## src/rtl/pulse_stretcher.sv

```systemverilog
// Pulse stretcher: turns single-cycle event strobes into fixed-length high
// windows on out_level. Events arriving while a window (or its trailing low
// gap) is active are counted and replayed in order; an event that finds the
// pending counter full is dropped and flagged on overflow for one cycle.
module pulse_stretcher #(
  parameter int HOLD_CYCLES = 8,
  parameter int GAP_CYCLES  = 2,
  parameter int PEND_MAX    = 3,
  localparam int PW = $clog2(PEND_MAX + 1)
) (
  input  logic          clk,
  input  logic          rst,
  input  logic          pulse_in,
  output logic          out_level,
  output logic          busy,
  output logic [PW-1:0] pending_cnt,
  output logic          overflow
);

  localparam int CNT_MAX = (HOLD_CYCLES > GAP_CYCLES) ? HOLD_CYCLES : GAP_CYCLES;
  localparam int CW      = (CNT_MAX > 1) ? $clog2(CNT_MAX) : 1;

  localparam logic [CW-1:0] HOLD_LD  = CW'(HOLD_CYCLES - 1);
  localparam logic [CW-1:0] GAP_LD   = CW'(GAP_CYCLES - 1);
  localparam logic [PW-1:0] PEND_TOP = PW'(PEND_MAX);

  typedef enum logic [1:0] {
    IDLE = 2'd0,
    HOLD = 2'd1,
    GAP  = 2'd2
  } state_t;

  state_t        state;
  logic [CW-1:0] cnt;

  // Window sequencer: state, down-counter, pending queue and registered outputs
  always_ff @(posedge clk) begin
    if (rst) begin
      state       <= IDLE;
      cnt         <= '0;
      out_level   <= 1'b0;
      busy        <= 1'b0;
      pending_cnt <= '0;
      overflow    <= 1'b0;
    end else begin
      overflow <= 1'b0;
      case (state)
        IDLE: begin
          if (pulse_in) begin
            state     <= HOLD;
            cnt       <= HOLD_LD;
            out_level <= 1'b1;
            busy      <= 1'b1;
          end
        end

        HOLD: begin
          if (cnt != '0) begin
            cnt <= cnt - 1'b1;
          end else begin
            state     <= GAP;
            cnt       <= GAP_LD;
            out_level <= 1'b0;
          end
          // Any event during the high window has to wait its turn
          if (pulse_in) begin
            if (pending_cnt == PEND_TOP) overflow <= 1'b1;
            else                         pending_cnt <= pending_cnt + 1'b1;
          end
        end

        GAP: begin
          if (cnt != '0) begin
            cnt <= cnt - 1'b1;
            if (pulse_in) begin
              if (pending_cnt == PEND_TOP) overflow <= 1'b1;
              else                         pending_cnt <= pending_cnt + 1'b1;
            end
          end else if (pending_cnt != '0) begin
            // Replay the oldest queued event; a simultaneous new event takes
            // the freed slot, so the count only drops when nothing arrives
            state     <= HOLD;
            cnt       <= HOLD_LD;
            out_level <= 1'b1;
            if (!pulse_in) pending_cnt <= pending_cnt - 1'b1;
          end else if (pulse_in) begin
            // Nothing queued: the new event starts immediately, no idle cycle
            state     <= HOLD;
            cnt       <= HOLD_LD;
            out_level <= 1'b1;
          end else begin
            state <= IDLE;
            busy  <= 1'b0;
          end
        end

        default: begin
          state       <= IDLE;
          cnt         <= '0;
          out_level   <= 1'b0;
          busy        <= 1'b0;
          pending_cnt <= '0;
        end
      endcase
    end
  end

endmodule
```

## config.mk

```make
export PLATFORM = sky130hd
export DESIGN_NAME = pulse_stretcher
export DESIGN_NICKNAME = d
export VERILOG_FILES = /design/src/rtl/pulse_stretcher.sv
export SDC_FILE = /design/constraint.sdc
export NUM_CORES = 1
export LEC_CHECK = 0
export ABC_AREA = 1
export BUFFER_PORTS_ARGS = -buffer_cell sky130_fd_sc_hd__buf_2
export CAP_MARGIN = 20
export CORE_UTILIZATION = 55
export DETAILED_ROUTE_END_ITERATION = 8
export HOLD_SLACK_MARGIN = 0.05
export PLACE_DENSITY = 0.8
export SLEW_MARGIN = 20
export SYNTH_ARGS = -nofsm -noshare
export SYNTH_HDL_FRONTEND = slang
export SYNTH_SLANG_ARGS = --single-unit
```

## constraint.sdc

```tcl
create_clock -name clk -period 4.2 [get_ports clk]
set_clock_uncertainty 0.15 [all_clocks]
set_input_delay 0.84 -clock clk [delete_from_list [all_inputs] [get_ports clk]]
set_output_delay 0.84 -clock clk [all_outputs]
set_load 0.1 [all_outputs]
```

==> impl_metrics.env, run 1 <==
export IMPL_clkTransAtPathRegs_ns=0.07
export IMPL_synth_most_common_cell="nand2_1"
export IMPL_rows=12
export IMPL_hold_viol=0
export IMPL_grt_pass1_wl_um=2290
export IMPL_cts_buffers=3
export IMPL_synth_top_area_cell="dfxtp_1"
export IMPL_post_cts_buffers=0
export IMPL_cts_buffer_depth=2
export IMPL_vias=679
export IMPL_fin_area_um2=793
export IMPL_nets=129
export IMPL_synthArstFlopShare=0
export IMPL_start_util=0.621
export IMPL_seq_area_frac_synth=0.279
export IMPL_track_usage=0.228
export IMPL_dpl_cell_area_um2=771
export IMPL_core_um2=1160
export IMPL_p_seq_frac=0.238
export IMPL_p_sw_uw=348
export IMPL_drc=0
export IMPL_area_growth_synth_to_final_pct=10.5
export IMPL_syn_nets=117
export IMPL_worst_pin_slew_ns=0.484
export IMPL_synth_avg_cell_area_um2=6.91
export IMPL_rsz0062_at_grt="false"
export IMPL_vias_per_cell=5.30
export IMPL_cp_cell_sequence="buf_2"
export IMPL_arrival_ns=1.15
export IMPL_ir_worst_vdd_mv=0.476
export IMPL_grt_pass1_vias=596
export IMPL_p_clk_frac=0.098
export IMPL_synth_common_cells="nand2_1 (22), inv_1 (16), dfxtp_1 (10), ha_1 (10), a21oi_1 (9)"
export IMPL_path_max_fanout=6
export IMPL_cp_required_ns=3.21
export IMPL_antenna_cells=0
export IMPL_gp_congestion=0.896
export IMPL_status="finished clean"
export IMPL_cp_top_family="buffers and inverters"
export IMPL_syn_inst=104
export IMPL_switching_share=0.540
export IMPL_ys_warn_count=0
export IMPL_pin_count=8
export IMPL_drive_gt1_frac=0.175
export IMPL_worst_setup_path_type="flop to primary output"
export IMPL_period_minus_slack_ns=2.14
export IMPL_ctsResizeCount=0
export IMPL_slew_viol_final=0
export IMPL_synth_seq_cells=10
export IMPL_cts_hold_buf=0
export IMPL_dp_hpwl_um=1070
export IMPL_ys_types=19
export IMPL_maxCapViolCount=0
export IMPL_wl_um=1400
export IMPL_p_total_uw=644
export IMPL_worst_path_buf_inv=1
export IMPL_io_buffers=7
export IMPL_relSlewSlack=0.680
export IMPL_fp_dieW_um=38.1
export IMPL_yosys_top_cells_area="dfxtp_1 (28%), ha_1 (17%), nand2_1 (11%)"
export IMPL_timing_fmax_mhz=467
export IMPL_drt_pass1_iterations=4
export IMPL_combPwrFrac=0.663
export IMPL_period_share=0.510
export IMPL_synth_edf_count=0
export IMPL_grt_max_degree=9
export IMPL_cts_root_buf="clkbuf_4"
export IMPL_die_area_um2=1450
export IMPL_synth_top_flop_cell="dfxtp_1"
export IMPL_wl_per_cell_um=10.9
export IMPL_cp_end_kind="primary output"
export IMPL_setup_tns_ns=0
export IMPL_setup_viol=0
export IMPL_antenna_found_initial=0
export IMPL_cts_tree="built"
export IMPL_htree_levels=1
export IMPL_cpMaxStageDelayCell="buf_2"
export IMPL_holdCritPathClass="flop to flop"
export IMPL_leakage_nw=0.392
export IMPL_powerDensity_nw_per_um2=812
export IMPL_gr_total_overflow=0
export IMPL_cts_sinks=10
export IMPL_p_int_uw=297
export IMPL_clk_latency_ns=0.27
export IMPL_synth_top_area_frac=0.279
export IMPL_cp_slowest_stage_delay_ns=0.46
export IMPL_first_iter_violations=19
export IMPL_dieHeight_um=38.1
export IMPL_synth_area_um2=718
export IMPL_cp_start_kind="flop"
export IMPL_ant_nets=0
[sequential cells by signal, summed over array words and instances, names as in the netlist]
register and flops:
busy 1, cnt 3, out_level 1, overflow 1, pending_cnt 2, state 2
[tightest hold or removal path, delay by kind of cell (launching register included)]
family,cells,cell delay (ns)
flip-flops,1,0.32
AND/OR/NAND/NOR,1,0.07
AO/OA/AOI/OAI,1,0.04
[per-layer routing]
layer / part of all wire / global-route usage / vias to the layer above
met5: 0 / 0 / -
met4: 0.0057 / 0.0446 / 0
met3: 0.059 / 0.0930 / 2
met2: 0.48 / 0.377 / 20
met1: 0.45 / 0.275 / 301
li1: - / - / 356
[power by group through the flow]
stage / Sequential, mW / Combinational, mW / Clock, mW
after floorplan: 0.219 / 0.287 / 0
after global placement: 0.155 / 0.414 / 0
after detailed placement: 0.156 / 0.419 / 0
after CTS: 0.153 / 0.421 / 0.0652
after global routing: 0.159 / 0.475 / 0.0692
final: 0.153 / 0.428 / 0.0635
[stage by stage]
stage	util	setup WS, ns	hold WS (ns)	instances
final	0.686	2.06	0.321	128
after global routing	0.686	2.03	0.342	128
after CTS	0.686	2.06	0.317	128
after detailed placement	0.667	2.35	0.301	125
after global placement	0.667	2.35	0.297	125
after floorplan	-	2.02	0.321	104
[layout make-up]
| class | count | area, um2 |
|---|---|---|
| multi-input cells | 76 | 450 |
| repair buffers | 7 | 35.0 |
| inverters | 18 | 67.6 |
| fillers | 97 | 363 |
| flip-flops and latches | 10 | 200 |
| well taps | 14 | 17.5 |
| clock buffers | 3 | 22.5 |
[cells by family (layout without fill, tap and decap cells)]
| logic type | count (synthesis) | in the layout | synth area share |
|---|---|---|---|
| AND/OR/NAND/NOR | 44 | 44 | 0.286 |
| AO/OA/AOI/OAI | 21 | 21 | 0.155 |
| buffers and inverters | 18 | 28 | 0.0941 |
| adder cells (fa/ha/maj) | 10 | 10 | 0.174 |
| flip-flops | 10 | 10 | 0.279 |
| XOR/XNOR | 1 | 1 | 0.0122 |
[worst paths after layout]
| path | start | depth (start not counted) | end | slack, ns |
|---|---|---|---|---|
| min reg2reg | busy$_SDFFE_PP0P_ | 2 | busy$_SDFFE_PP0P_ | 0.32 |
| max | pending_cnt[0]$_SDFFE_PP0P_ | 1 | pending_cnt[0] | 2.06 |
| max reg2reg | pending_cnt[0]$_SDFFE_PP0P_ | 7 | busy$_SDFFE_PP0P_ | 2.59 |
| min | busy$_SDFFE_PP0P_ | 2 | busy$_SDFFE_PP0P_ | 0.32 |
[placed cells by master, fill, tap and decap left out, types with 2 or more instances in the layout]
master    synthesis  final
nand2_1          22     22
inv_1            16     16
ha_1             10     10
dfxtp_1          10     10
a21oi_1           9      9
o21ai_0           8      8
buf_2             0      7
nor2_1            6      6
nand3_1           4      4
nand2_2           4      4
nand4_1           3      3
clkbuf_4          0      3
inv_2             2      2
nor2_2            2      2
o21ai_1           2      2
No activity file was read; power rests on OpenSTA's default activity.
==> run 2: changes to the inputs <==
--- a/config.mk
+++ b/config.mk
@@ -5,13 +5,13 @@
 export SDC_FILE = /design/constraint.sdc
 export NUM_CORES = 1
 export LEC_CHECK = 0
-export ABC_AREA = 1
+export ABC_AREA = 0
 export BUFFER_PORTS_ARGS = -buffer_cell sky130_fd_sc_hd__buf_2
 export CAP_MARGIN = 20
 export CORE_UTILIZATION = 55
 export DETAILED_ROUTE_END_ITERATION = 8
 export HOLD_SLACK_MARGIN = 0.05
-export PLACE_DENSITY = 0.8
+export PLACE_DENSITY = 0.79
 export SLEW_MARGIN = 20
 export SYNTH_ARGS = -nofsm -noshare
 export SYNTH_HDL_FRONTEND = slang
==> constraint.sdc (replaced) <==
create_clock -name clk -period 2.2 [get_ports clk]
set_clock_uncertainty 0.15 [all_clocks]
set_input_delay 0.44 -clock clk [delete_from_list [all_inputs] [get_ports clk]]
set_output_delay 0.44 -clock clk [all_outputs]
set_load 0.1 [all_outputs]
==> impl_metrics.env, run 2 <==
export IMPL_status="finished clean"
export IMPL_area_growth_synth_to_final_pct=8.63
export IMPL_ctsResizeCount=0
export IMPL_synth_top_area_frac=0.271
export IMPL_rsz0062_at_grt="false"
export IMPL_path_max_fanout=11
export IMPL_nets=110
export IMPL_wl_per_cell_um=13.9
export IMPL_synth_area_um2=739
export IMPL_seq_area_frac_synth=0.271
export IMPL_syn_inst=88
export IMPL_leakage_nw=0.337
export IMPL_ant_nets=0
export IMPL_synth_edf_count=0
export IMPL_synth_top_area_cell="dfxtp_1"
export IMPL_dieHeight_um=38.7
export IMPL_htree_levels=1
export IMPL_die_area_um2=1490
export IMPL_setup_tns_ns=0
export IMPL_synth_seq_cells=10
export IMPL_vias_per_cell=6.09
export IMPL_post_cts_buffers=0
export IMPL_cp_top_family="simple AND/OR/NAND/NOR gates"
export IMPL_synth_top_family_by_area="compound AO/OA/AOI/OAI gates"
export IMPL_synth_top_flop_cell="dfxtp_1"
export IMPL_cts_buffers=3
export IMPL_ff2ff_path_depth=6
export IMPL_synth_compound_area_frac=0.291
export IMPL_dp_hpwl_um=1150
export IMPL_syn_nets=101
export IMPL_antenna_cells=0
export IMPL_synthAdderAreaFrac=0.169
export IMPL_drive_gt1_frac=0.179
export IMPL_utilization=0.686
export IMPL_ys_types=32
export IMPL_powerDensity_nw_per_um2=1280
export IMPL_place_inst=106
export IMPL_arrival_ns=1.85
export IMPL_yosys_top_cells_area="dfxtp_1 (27%), ha_1 (17%), a21oi_1 (6.1%)"
export IMPL_holdWs_ns=0.340
export IMPL_slew_viol_final=0
export IMPL_reg_top3="cnt: 3 flops, pending_cnt: 2 flops, state: 2 flops"
export IMPL_period_share=0.819
export IMPL_cpMaxStageDelayCell="dfxtp_1"
export IMPL_worst_setup_path_type="flop to flop"
export IMPL_clk_latency_ns=0.26
export IMPL_gp_congestion=0.812
export IMPL_cp_end_kind="flop"
export IMPL_relSlewSlack=0.677
export IMPL_synth_avg_cell_area_um2=8.40
export IMPL_gr_total_overflow=0
export IMPL_pin_count=8
export IMPL_drc=0
export IMPL_hold_viol=0
export IMPL_final_cell_mix="ha_1 (10), a21oi_1 (9), dfxtp_1 (8), o21ai_0 (7), buf_2 (7)"
export IMPL_holdCritPathClass="primary input to flop"
export IMPL_yosys_area_share_simple=0.201
export IMPL_instances_no_fill=109
export IMPL_timing_fmax_mhz=555
export IMPL_cp_start_kind="flop"
export IMPL_core_um2=1170
export IMPL_fin_area_um2=803
export IMPL_ys_warn_count=0
export IMPL_synthMuxAreaShare=0.0135
export IMPL_maxCapViolCount=0
export IMPL_path_depth=6
export IMPL_cts_sinks=10
export IMPL_synth_xor_area_frac=0
export IMPL_hold_depth=2
export IMPL_rows=12
export IMPL_cp_slowest_stage_delay_ns=0.39
export IMPL_synthArstFlopShare=0
export IMPL_worst_pin_slew_ns=0.488
export IMPL_antenna_found_initial=0
export IMPL_cp_required_ns=2.25
export IMPL_ir_worst_vdd_mv=0.690
export IMPL_regMostFlops="cnt"
export IMPL_vias=664
export IMPL_synth_common_cells="dfxtp_1 (10), ha_1 (10), a21oi_1 (9)"
export IMPL_io_buffers=7
export IMPL_dpl_cell_area_um2=781
export IMPL_worst_path_buf_inv=1
export IMPL_final_common_cell="ha_1"
export IMPL_clkTransAtPathRegs_ns=0.06
export IMPL_grt_pass1_wl_um=2610
export IMPL_grt_max_degree=17
export IMPL_fp_dieW_um=38.7
export IMPL_fillerInstances=101
export IMPL_cts_buffer_depth=2
export IMPL_track_usage=0.255
export IMPL_wl_um=1510
export IMPL_grt_pass1_vias=595
export IMPL_place_ws_ns=0.451
export IMPL_largest_reg_flops=3
export IMPL_cp_cell_sequence="inv_1, ha_1, nor2_2, o21bai_1, or3_1, a21oi_1"
export IMPL_p_total_mw=1.03
export IMPL_drt_pass1_iterations=4
export IMPL_cts_hold_buf=0
export IMPL_setup_viol=0
export IMPL_period_minus_slack_ns=1.80
export IMPL_cts_tree="built"
export IMPL_first_iter_violations=14
export IMPL_finalWorstSetupSlack_ns=0.398
export IMPL_rrSetupSlack_ns=0.40
export IMPL_start_util=0.631
export IMPL_cts_root_buf="clkbuf_4"
-- run 2: changes by cell type after synthesis, moves of 3 or more --
cell      delta
nand2_1     -18
nand4_1      -3
inv_1       -10
a211oi_1     +5
nor2_1       -4
nor2b_1      +3
nand2_2      -4
nand2b_1     +3
-- run 2: worst register-to-register path, cell delays in order (launching register included) --
cell and delay [ns]:
dfxtp_1 0.39, inv_1 0.09, ha_1 0.34, nor2_2 0.23, o21bai_1 0.11, or3_1 0.31
a21oi_1 0.12
-- run 2: final cells by class --
cell class	instances	area [um2]	share of cell area
clock buffer	3	22.5	0.0280
sequential	10	203	0.252
timing repair buffer	7	35.0	0.0436
inverter	7	26.3	0.0327
multi-input combinational	68	499	0.621
tap	14	17.5	0.0218
-- run 2: final timing paths --
check | start | end
setup / recovery | state[0]$_SDFFE_PP0P_ | state[0]$_SDFFE_PP0P_
hold / removal | rst | state[0]$_SDFFE_PP0P_
setup reg to reg | state[0]$_SDFFE_PP0P_ | state[0]$_SDFFE_PP0P_
hold reg to reg | state[0]$_SDFFE_PP0P_ | state[0]$_SDFFE_PP0P_
-- run 2: layer usage --
| layer | part of all wire | wire length (um) | track usage | up-vias |
|---|---|---|---|---|
| met3 | 0.044 | 67 | 0.0867 | 2 |
| li1 | - | - | - | 334 |
| met4 | 0.0053 | 8 | 0.0517 | 0 |
| met1 | 0.48 | 723 | 0.318 | 312 |
| met5 | 0 | 0 | 0 | - |
| met2 | 0.47 | 712 | 0.421 | 16 |
-- run 2: cell families after synthesis --
kind of cell             Yosys count
flip-flops                        10
AND/OR/NAND/NOR                   25
adder cells (fa/ha/maj)           10
buffers and inverters             10
AO/OA/AOI/OAI                     32
multiplexers                       1
-- run 2: power breakdown --
group          total, mW  switching (mW)  internal (mW)  leakage [nW]
Clock              0.124          0.0612         0.0632        0.0138
Sequential         0.278          0.0446          0.233        0.0833
Combinational      0.629           0.408          0.221         0.240
Total               1.03           0.514          0.518         0.337
==> run 3: changes to the inputs <==
--- a/config.mk
+++ b/config.mk
@@ -5,13 +5,13 @@
 export SDC_FILE = /design/constraint.sdc
 export NUM_CORES = 1
 export LEC_CHECK = 0
-export ABC_AREA = 0
+export ABC_AREA = 1
 export BUFFER_PORTS_ARGS = -buffer_cell sky130_fd_sc_hd__buf_2
 export CAP_MARGIN = 20
 export CORE_UTILIZATION = 55
 export DETAILED_ROUTE_END_ITERATION = 8
 export HOLD_SLACK_MARGIN = 0.05
-export PLACE_DENSITY = 0.79
+export PLACE_DENSITY = 0.8
 export SLEW_MARGIN = 20
 export SYNTH_ARGS = -nofsm -noshare
 export SYNTH_HDL_FRONTEND = slang
==> constraint.sdc (replaced) <==
create_clock -name clk -period 1.71 [get_ports clk]
set_clock_uncertainty 0.15 [all_clocks]
set_input_delay 0.342 -clock clk [delete_from_list [all_inputs] [get_ports clk]]
set_output_delay 0.342 -clock clk [all_outputs]
set_load 0.1 [all_outputs]
==> impl_metrics.env, run 3 (same netlist as run 1, synthesis figures left out) <==
export IMPL_p_seq_frac=0.235
export IMPL_cp_top_family="buffers and inverters"
export IMPL_cts_root_buf="clkbuf_4"
export IMPL_rsz0062_at_grt="false"
export IMPL_slew_viol_final=0
export IMPL_timing_fmax_mhz=632
export IMPL_nets=129
export IMPL_place_ws_ns=0.174
export IMPL_instances_no_fill=129
export IMPL_leakage_nw=0.395
export IMPL_gp_congestion=0.859
export IMPL_worst_setup_path_type="flop to primary output"
export IMPL_area_growth_synth_to_final_pct=12.0
export IMPL_p_sw_uw=878
export IMPL_final_common_cell="nand2_1"
export IMPL_largest_reg_flops=3
export IMPL_antenna_found_initial=0
export IMPL_reg_top3="cnt: 3 flops, pending_cnt: 2 flops, state: 2 flops"
export IMPL_track_usage=0.271
export IMPL_fp_dieW_um=38.1
export IMPL_grt_pass1_vias=606
export IMPL_cp_slowest_stage_delay_ns=0.42
export IMPL_cts_tree="built"
export IMPL_cp_end_kind="primary output"
export IMPL_wl_per_cell_um=11.7
export IMPL_htree_levels=1
export IMPL_maxCapViolCount=0
export IMPL_rrSetupSlack_ns=0.18
export IMPL_worstHoldStart="rst"
export IMPL_hold_depth=2
export IMPL_relSlewSlack=0.678
export IMPL_ff2ff_path_depth=7
export IMPL_path_max_fanout=6
export IMPL_drive_gt1_frac=0.191
export IMPL_worst_pin_slew_ns=0.486
export IMPL_cp_required_ns=1.22
export IMPL_regMostFlops="cnt"
export IMPL_drc=0
export IMPL_dieHeight_um=38.1
export IMPL_drt_pass1_iterations=4
export IMPL_setup_viol=0
export IMPL_cp_cell_sequence="buf_2"
export IMPL_p_clk_frac=0.111
export IMPL_dp_hpwl_um=1200
export IMPL_antenna_cells=0
export IMPL_clk_latency_ns=0.29
export IMPL_arrival_ns=1.09
export IMPL_ir_worst_vdd_mv=1.20
export IMPL_status="finished clean"
export IMPL_gr_total_overflow=0
export IMPL_core_um2=1160
export IMPL_cts_buffer_depth=2
export IMPL_pin_count=8
export IMPL_ctsResizeCount=0
export IMPL_cp_start_kind="flop"
export IMPL_r2r_start="pending_cnt[0]$_SDFFE_PP0P_"
export IMPL_post_cts_buffers=0
export IMPL_holdWs_ns=0.145
export IMPL_worstReg2RegEnd="busy$_SDFFE_PP0P_"
export IMPL_die_area_um2=1450
export IMPL_p_int_uw=733
export IMPL_utilization=0.696
export IMPL_finalWorstSetupSlack_ns=0.126
export IMPL_wl_um=1510
export IMPL_grt_max_degree=9
export IMPL_powerDensity_nw_per_um2=2000
export IMPL_period_share=0.926
export IMPL_p_total_mw=1.61
export IMPL_setup_tns_ns=0
export IMPL_hold_viol=0
export IMPL_io_buffers=7
export IMPL_cts_hold_buf=0
export IMPL_holdCritPathClass="primary input to flop"
export IMPL_vias=680
export IMPL_first_iter_violations=12
export IMPL_cpMaxStageDelayCell="buf_2"
export IMPL_vias_per_cell=5.27
export IMPL_period_minus_slack_ns=1.58
export IMPL_switching_share=0.545
export IMPL_fin_area_um2=805
export IMPL_final_cell_mix="nand2_1 (22), inv_1 (16), ha_1 (10), a21oi_1 (9)"
export IMPL_clkTransAtPathRegs_ns=0.08
export IMPL_worst_path_buf_inv=1
export IMPL_combPwrFrac=0.653
export IMPL_cts_buffers=3
export IMPL_start_util=0.621
export IMPL_grt_pass1_wl_um=2640
export IMPL_worstHoldEndpoint="pending_cnt[1]$_SDFFE_PP0P_"
export IMPL_dpl_cell_area_um2=778
export IMPL_ant_nets=0
export IMPL_place_inst=125
export IMPL_rows=12
export IMPL_cts_sinks=10
-- run 3: power by group through the flow --
stage | Sequential, mW | Combinational (mW) | Clock (mW)
2_1_floorplan | 0.537 | 0.704 | 0
3_3_place_gp | 0.380 | 1.02 | 0
3_5_place_dp | 0.383 | 1.05 | 0
4_1_cts | 0.379 | 1.05 | 0.186
5_1_grt | 0.390 | 1.18 | 0.193
6_report | 0.379 | 1.05 | 0.179
-- run 3: how the worst max path moves through the flow --
stage | start | end | slack [ns] | cells past startpoint
floorplan | pending_cnt[0]$_SDFFE_PP0P_ | pending_cnt[0]$_SDFFE_PP0P_ | 0.1 | 9
global placement | pending_cnt[0]$_SDFFE_PP0P_ | busy$_SDFFE_PP0P_ | 0.18 | 7
detailed placement | state[0]$_SDFFE_PP0P_ | busy$_SDFFE_PP0P_ | 0.17 | 7
CTS | pending_cnt[0]$_SDFFE_PP0P_ | pending_cnt[0] | 0.12 | 1
global route | pending_cnt[0]$_SDFFE_PP0P_ | busy$_SDFFE_PP0P_ | 0.06 | 7
finish | pending_cnt[0]$_SDFFE_PP0P_ | pending_cnt[0] | 0.13 | 1
-- run 3: metal layers --
layer  track usage  wire length (um)  part of all wire  vias up
li1              -                 -                 -      352
met1         0.330               691              0.46      312
met2         0.436               731              0.49       11
met3        0.0523                51             0.034        5
met4         0.161                31             0.021        0
met5             0                 0                 0        -
-- run 3: layout make-up --
type	count	area, um2
Inverter	18	67.6
Multi-Input combinational cell	76	450
Clock buffer	3	22.5
Sequential cell	10	208
Timing Repair Buffer	7	35.0
Clock inverter	1	3.75
Tap cell	14	17.5
Fill cell	93	352
